File: config.mk
export PLATFORM = sky130hd
export DESIGN_NAME = mem_arbiter_flat
export DESIGN_NICKNAME = d
export VERILOG_FILES = /design/src/rtl/mem_arbiter_if.sv /design/src/rtl/mem_arbiter.sv /design/src/flat_wrapper.sv
export SDC_FILE = /design/constraint.sdc
export NUM_CORES = 1
export LEC_CHECK = 0
export ABC_AREA = 1
export CAP_MARGIN = 20
export CORE_AREA = 4 4 101 103
export DETAILED_ROUTE_END_ITERATION = 6
export DIE_AREA = 0 0 105 107
export PLACE_DENSITY = 0.71
export SLEW_MARGIN = 20
export SYNTH_ARGS = -nofsm -noshare
export SYNTH_HDL_FRONTEND = slang
export SYNTH_SLANG_ARGS = --single-unit
File: constraint.sdc
create_clock -name CLK -period 1.3 [get_ports CLK]
set_input_delay 0.13 -clock CLK [delete_from_list [all_inputs] [get_ports CLK]]
set_output_delay 0.13 -clock CLK [all_outputs]
set_load 0.01 [all_outputs]
File: src/rtl/mem_arbiter_if.sv
// Shared memory port bundle: icache and dcache request/response plus the single RAM port.
// The arbiter takes the slave side; the cache/RAM environment takes the master side.
interface mem_arbiter_if;
    logic        iREN;
    logic [31:0] iaddr;
    logic        iwait;
    logic [31:0] iload;
    logic        dREN;
    logic        dWEN;
    logic [31:0] daddr;
    logic [31:0] dstore;
    logic        dwait;
    logic [31:0] dload;
    logic        ramREN;
    logic        ramWEN;
    logic [31:0] ramaddr;
    logic [31:0] ramstore;
    logic [31:0] ramload;
    logic [1:0]  ramstate;

    modport slave (
        input  iREN, iaddr, dREN, dWEN, daddr, dstore, ramload, ramstate,
        output iwait, iload, dwait, dload, ramREN, ramWEN, ramaddr, ramstore
    );

    modport master (
        output iREN, iaddr, dREN, dWEN, daddr, dstore, ramload, ramstate,
        input  iwait, iload, dwait, dload, ramREN, ramWEN, ramaddr, ramstore
    );
endinterface

File: src/rtl/mem_arbiter.sv
// Arbitrates one RAM port between icache and dcache. Dcache wins contention until the
// icache has lost STARVE_MAX times; a dcache block (two words) is never interleaved.
module mem_arbiter #(
    parameter int STARVE_MAX = 4
) (
    input  logic         CLK,
    input  logic         nRST,
    mem_arbiter_if.slave bus
);
    typedef enum logic [1:0] {IDLE, IGNT, DGNT} state_t;

    localparam logic [1:0] RAM_ACCESS = 2'd2;
    localparam logic [2:0] SMAX       = 3'(STARVE_MAX);

    state_t     state, state_n;
    logic [2:0] scnt, scnt_n;
    logic       d_req;
    logic       access;

    assign d_req  = bus.dREN | bus.dWEN;
    assign access = (bus.ramstate == RAM_ACCESS);

    always_ff @(posedge CLK) begin
        if (!nRST) begin
            state <= IDLE;
            scnt  <= 3'd0;
        end else begin
            state <= state_n;
            scnt  <= scnt_n;
        end
    end

    always_comb begin
        state_n = state;
        scnt_n  = scnt;
        case (state)
            IDLE: begin
                if (bus.iREN && d_req) begin
                    if (scnt >= SMAX) begin
                        state_n = IGNT;
                    end else begin
                        state_n = DGNT;
                        scnt_n  = (scnt == 3'd7) ? 3'd7 : scnt + 3'd1;
                    end
                end else if (bus.iREN) begin
                    state_n = IGNT;
                end else if (d_req) begin
                    state_n = DGNT;
                end
            end
            IGNT: begin
                if (!bus.iREN || access) state_n = IDLE;
            end
            DGNT: begin
                // First word of a block (daddr[2]==0) keeps the grant for the second word.
                if (!d_req) state_n = IDLE;
                else if (access && bus.daddr[2]) state_n = IDLE;
            end
            default: state_n = IDLE;
        endcase
        if (state_n == IGNT && state != IGNT) scnt_n = 3'd0;
    end

    always_comb begin
        bus.ramREN   = 1'b0;
        bus.ramWEN   = 1'b0;
        bus.ramaddr  = 32'd0;
        bus.ramstore = 32'd0;
        bus.iwait    = 1'b1;
        bus.dwait    = 1'b1;
        bus.iload    = 32'd0;
        bus.dload    = 32'd0;
        case (state)
            IGNT: begin
                // Strobes follow the live request so an abort drops them immediately.
                bus.ramREN  = bus.iREN;
                bus.ramaddr = bus.iaddr;
                bus.iwait   = ~(bus.iREN & access);
                bus.iload   = bus.ramload;
            end
            DGNT: begin
                bus.ramREN   = bus.dREN;
                bus.ramWEN   = bus.dWEN;
                bus.ramaddr  = bus.daddr;
                bus.ramstore = bus.dstore;
                bus.dwait    = ~(d_req & access);
                bus.dload    = bus.ramload;
            end
            default: ;
        endcase
    end
endmodule
File: src/flat_wrapper.sv
// flat-port wrapper written by rule: the top's interface ports become plain ports
module mem_arbiter_flat 
#(
    parameter int STARVE_MAX = 4
)
  (CLK, nRST, bus_iREN, bus_iaddr, bus_dREN, bus_dWEN, bus_daddr, bus_dstore, bus_ramload, bus_ramstate, bus_iwait, bus_iload, bus_dwait, bus_dload, bus_ramREN, bus_ramWEN, bus_ramaddr, bus_ramstore);
  mem_arbiter_if bus_i ();
  input  logic CLK;
  input  logic nRST;
  input wire logic [$bits(bus_i.iREN)-1:0] bus_iREN;
  input wire logic [$bits(bus_i.iaddr)-1:0] bus_iaddr;
  input wire logic [$bits(bus_i.dREN)-1:0] bus_dREN;
  input wire logic [$bits(bus_i.dWEN)-1:0] bus_dWEN;
  input wire logic [$bits(bus_i.daddr)-1:0] bus_daddr;
  input wire logic [$bits(bus_i.dstore)-1:0] bus_dstore;
  input wire logic [$bits(bus_i.ramload)-1:0] bus_ramload;
  input wire logic [$bits(bus_i.ramstate)-1:0] bus_ramstate;
  output wire logic [$bits(bus_i.iwait)-1:0] bus_iwait;
  output wire logic [$bits(bus_i.iload)-1:0] bus_iload;
  output wire logic [$bits(bus_i.dwait)-1:0] bus_dwait;
  output wire logic [$bits(bus_i.dload)-1:0] bus_dload;
  output wire logic [$bits(bus_i.ramREN)-1:0] bus_ramREN;
  output wire logic [$bits(bus_i.ramWEN)-1:0] bus_ramWEN;
  output wire logic [$bits(bus_i.ramaddr)-1:0] bus_ramaddr;
  output wire logic [$bits(bus_i.ramstore)-1:0] bus_ramstore;
  assign bus_i.iREN = bus_iREN;
  assign bus_i.iaddr = bus_iaddr;
  assign bus_i.dREN = bus_dREN;
  assign bus_i.dWEN = bus_dWEN;
  assign bus_i.daddr = bus_daddr;
  assign bus_i.dstore = bus_dstore;
  assign bus_i.ramload = bus_ramload;
  assign bus_i.ramstate = bus_ramstate;
  assign bus_iwait = bus_i.iwait;
  assign bus_iload = bus_i.iload;
  assign bus_dwait = bus_i.dwait;
  assign bus_dload = bus_i.dload;
  assign bus_ramREN = bus_i.ramREN;
  assign bus_ramWEN = bus_i.ramWEN;
  assign bus_ramaddr = bus_i.ramaddr;
  assign bus_ramstore = bus_i.ramstore;
  mem_arbiter #(.STARVE_MAX(STARVE_MAX)) u_core (.CLK(CLK), .nRST(nRST), .bus(bus_i));
endmodule
==> flow_metrics.py <==
metrics = {
    "timing": {
        "finalHoldViolations": 0,
        "fin_crit_sh": 1.29,
        "holdWs_ns": 0.524,
        "slew_headroom": 0.871,
        "fin_worst_skew_ns": 0.000554,
        "tightestPinTransition_ns": 0.192,
        "worst_slack_ns": -0.373,
        "setup_viol": 137,
        "rsz0062_at_grt": "true",
        "period_needed_ns": 1.67,
        "setup_tns_ns": -35.05,
        "timing.fmax_ghz": 0.598,
        "drv_slew": 0,
    },
    "critical_path": {
        "worstPathRequired_ns": 1.17,
        "regToRegSetupSlack_ns": -0.29,
        "crit_type": "flop to primary output",
        "slowest_delay_ns": 0.36,
        "worst_r2r_endpoint": "u_core.scnt[0]",
        "crit_path_end_kind": "primary output",
        "reg2reg_depth": 11,
        "crit_slowest_cell": "dfxtp_4",
        "critPathArrivalTime_ns": 1.54,
        "critical_path.startpoint_type": "flop",
        "cp_max_fo": 6,
        "cp_cell_sequence": "inv_4, ha_4, buf_6, buf_12, clkbuf_16, nand2_1, a21oi_1, buf_2",
        "worstReg2RegStart": "u_core.state[1]",
    },
    "cts": {
        "cts-buffers-inserted": 3,
        "tritoncts": "yes",
        "clk_pin_slew_ns": 0.03,
        "clock_sinks": 5,
        "root_buffer": "clkbuf_8",
        "h-tree-depth": 1,
        "cts_buffer_depth": 2,
        "clk_latency_ns": 0.22,
        "postCtsHoldBufs": 0,
    },
    "run": {
        "cap_viol_max_count": 0,
    },
    "placed_design": {
        "place_inst": 760,
        "dpl_cell_area_um2": 4720,
        "routabilityCongestion": 0.895,
        "hpwl_mm": 8.62,
        "io_buffers": 266,
    },
    "power": {
        "p_int_mw": 1.67,
        "switching_share": 0.397,
        "clockPowerShare": 0.104,
        "p_leak_nw": 3.13,
        "peakVddDrop_uv": 404,
        "cellPowerDensity_nw_per_um2": 499,
        "seqPwrFrac": 0.063,
        "p_sw_mw": 1.10,
        "power_mw": 2.78,
        "power_frac_comb": 0.832,
    },
    "synthesis": {
        "syn_avg_cell_area_um2": 4.45,
        "synth_edf_count": 0,
        "synthTopCellsByCount": "nand2_1, inv_1, a21oi_1",
        "yosys.area.top_type": "nand2_1",
        "synth-async-reset-ratio": 0,
        "seq_area_frac_synth": 0.0592,
        "netlist_area_um2": 1690,
        "yosys.area_share.adder": 0.0444,
        "yosysMostFrequentCell": "nand2_1",
        "synth-xor-area-share": 0.00518,
        "synthTopCellsByArea": "nand2_1, inv_1, a21oi_1, dfxtp_1, ha_1",
        "synth_top_family_by_area": "simple AND/OR/NAND/NOR gates",
        "synth_compound_area_frac": 0.110,
        "synthCells": 380,
        "ys_types": 22,
        "synth_seq_cells": 5,
        "ys.warnings.count": 0,
        "synth-simple-area-share": 0.460,
        "synth_top_area_frac": 0.386,
        "synth_flop_cell": "dfxtp_1",
        "synth_mux_area_frac": 0,
        "syn_nets": 521,
    },
    "layout": {
        "nFillCells": 814,
        "fin_area_um2": 5570,
        "ff_latch_area_um2": 105,
        "multi_input_area_um2": 1490,
        "finalNetCount": 827,
        "final_cell_count_no_fill": 796,
        "antenna_cells": 0,
        "syn_to_final_growth_pct": 229,
        "drive_gt1_frac": 0.482,
    },
    "routing": {
        "dr_total_vias": 3372,
        "dr.pass1.iters": 4,
        "ant_nets": 0,
        "viasPerCell": 4.24,
        "drt_iter0_markers": 103,
        "wirelength_mm": 12.1,
        "drc": 0,
        "wl_per_cell_um": 15.2,
    },
    "die": {
        "core_area_um2": 9200,
        "start_util": 0.184,
        "die_x_um": 105,
        "io_pins": 267,
        "die_h_um": 107,
        "rows": 35,
        "die_area_um2": 11200,
    },
    "grt": {
        "grt_pass1_wl_mm": 17.5,
        "antenna_found_initial": 0,
        "grt_max_degree": 18,
        "track_usage": 0.194,
        "grt_pass1_vias": 3394,
        "gr-total-overflow": 0,
    },
    "hold_path": {
        "min_delay_worst_endpoint": "u_core.state[0]",
        "hp-start": "nRST",
        "min_path_type": "primary input to flop",
        "holdPathStages": 3,
    },
    "run_status": {
        "status": "complete, but fails checks",
        "violations": "negative setup slack",
    },
}
## worst max-delay path by stage
stage	start	end	slack, ns
after global placement	u_core.state[0]	bus_ramaddr[3]	-0.46
after CTS	u_core.state[1]	bus_ramaddr[1]	-0.36
after global routing	u_core.state[0]	bus_ramaddr[27]	-0.43
after detailed placement	u_core.state[0]	bus_ramaddr[3]	-0.51
final	u_core.state[0]	bus_ramaddr[29]	-0.37
after floorplan	u_core.state[1]	bus_ramaddr[19]	-0.02
## layout make-up
type / count / share of cell area
Sequential cell: 5 / 0.0189
Multi-Input combinational cell: 238 / 0.268
Timing Repair Buffer: 322 / 0.601
Inverter: 116 / 0.0786
Tap cell: 111 / 0.0249
Clock buffer: 4 / 0.00809
## timing repair
| action | in CTS | in global routing |
|---|---|---|
| setup buffers | 16 | 4 |
| resized for setup | 594 | 115 |
| pin swaps | 4 | 9 |
| cloned | 11 | 3 |
| endpoints found under the setup margin | 137 | 137 |
## power by group through the flow
stage | clock network, mW | logic, mW | registers (mW)
finish | 0.289 | 2.31 | 0.176
global route | 0.308 | 2.46 | 0.178
CTS | 0.302 | 2.05 | 0.175
detailed placement | 0 | 1.68 | 0.176
global placement | 0 | 1.66 | 0.175
floorplan | 0 | 0.600 | 0.177
## per-layer routing
layer	track usage	routed length [um]	part of all wire
met1	0.213	4510	0.37
met2	0.379	6640	0.55
met3	0.0379	735	0.061
met4	0.0469	200	0.017
met5	0	0	0
## critical path, delay by kind of cell, from the launching register on
family,cells,cell delay (ns)
and+or+nand+nor,1,0.05
AOI/OAI and AO/OA,1,0.10
DFF,1,0.36
buffers and inverters,5,0.63
adders and majority gates,1,0.16
## per-stage QoR
step | setup slack [ns] | util
floorplan | -0.0210 | -
global placement | -0.465 | 0.513
finish | -0.373 | 0.606
detailed placement | -0.514 | 0.513
global route | -0.429 | 0.606
CTS | -0.365 | 0.556
## state kept, by name (all words and copies together), names as in the netlist
| signal | flops |
|---|---|
| u_core.scnt | 3 |
| u_core.state | 2 |
## cells by family (layout without fill, tap and decap cells)
kind of cell    Yosys count  after routing
compound gates           37             37
flops                     5              5
xor+xnor                  1              1
fa+ha+maj                 6              6
simple gates            194            194
buf+inv                 137            442
## cells in the final DEF (no fill, tap or decap), types with 3 or more instances in the layout
cell | netlist | final
nand2_1 | 174 | 111
nand2_4 | 1 | 26
nand2_2 | 2 | 40
buf_4 | 3 | 24
nor2_1 | 6 | 6
clkdlybuf4s15_2 | 0 | 30
clkbuf_8 | 0 | 3
dfxtp_1 | 5 | 3
buf_12 | 0 | 11
buf_2 | 14 | 50
clkdlybuf4s50_1 | 0 | 134
a21oi_2 | 0 | 27
ha_4 | 0 | 3
a21oi_1 | 33 | 5
ha_1 | 6 | 3
buf_16 | 0 | 9
clkbuf_16 | 0 | 3
inv_1 | 112 | 80
inv_2 | 4 | 35
nand3_1 | 4 | 3
o21ai_0 | 4 | 3
buf_6 | 0 | 56
No activity file was read; power rests on OpenSTA's default activity.
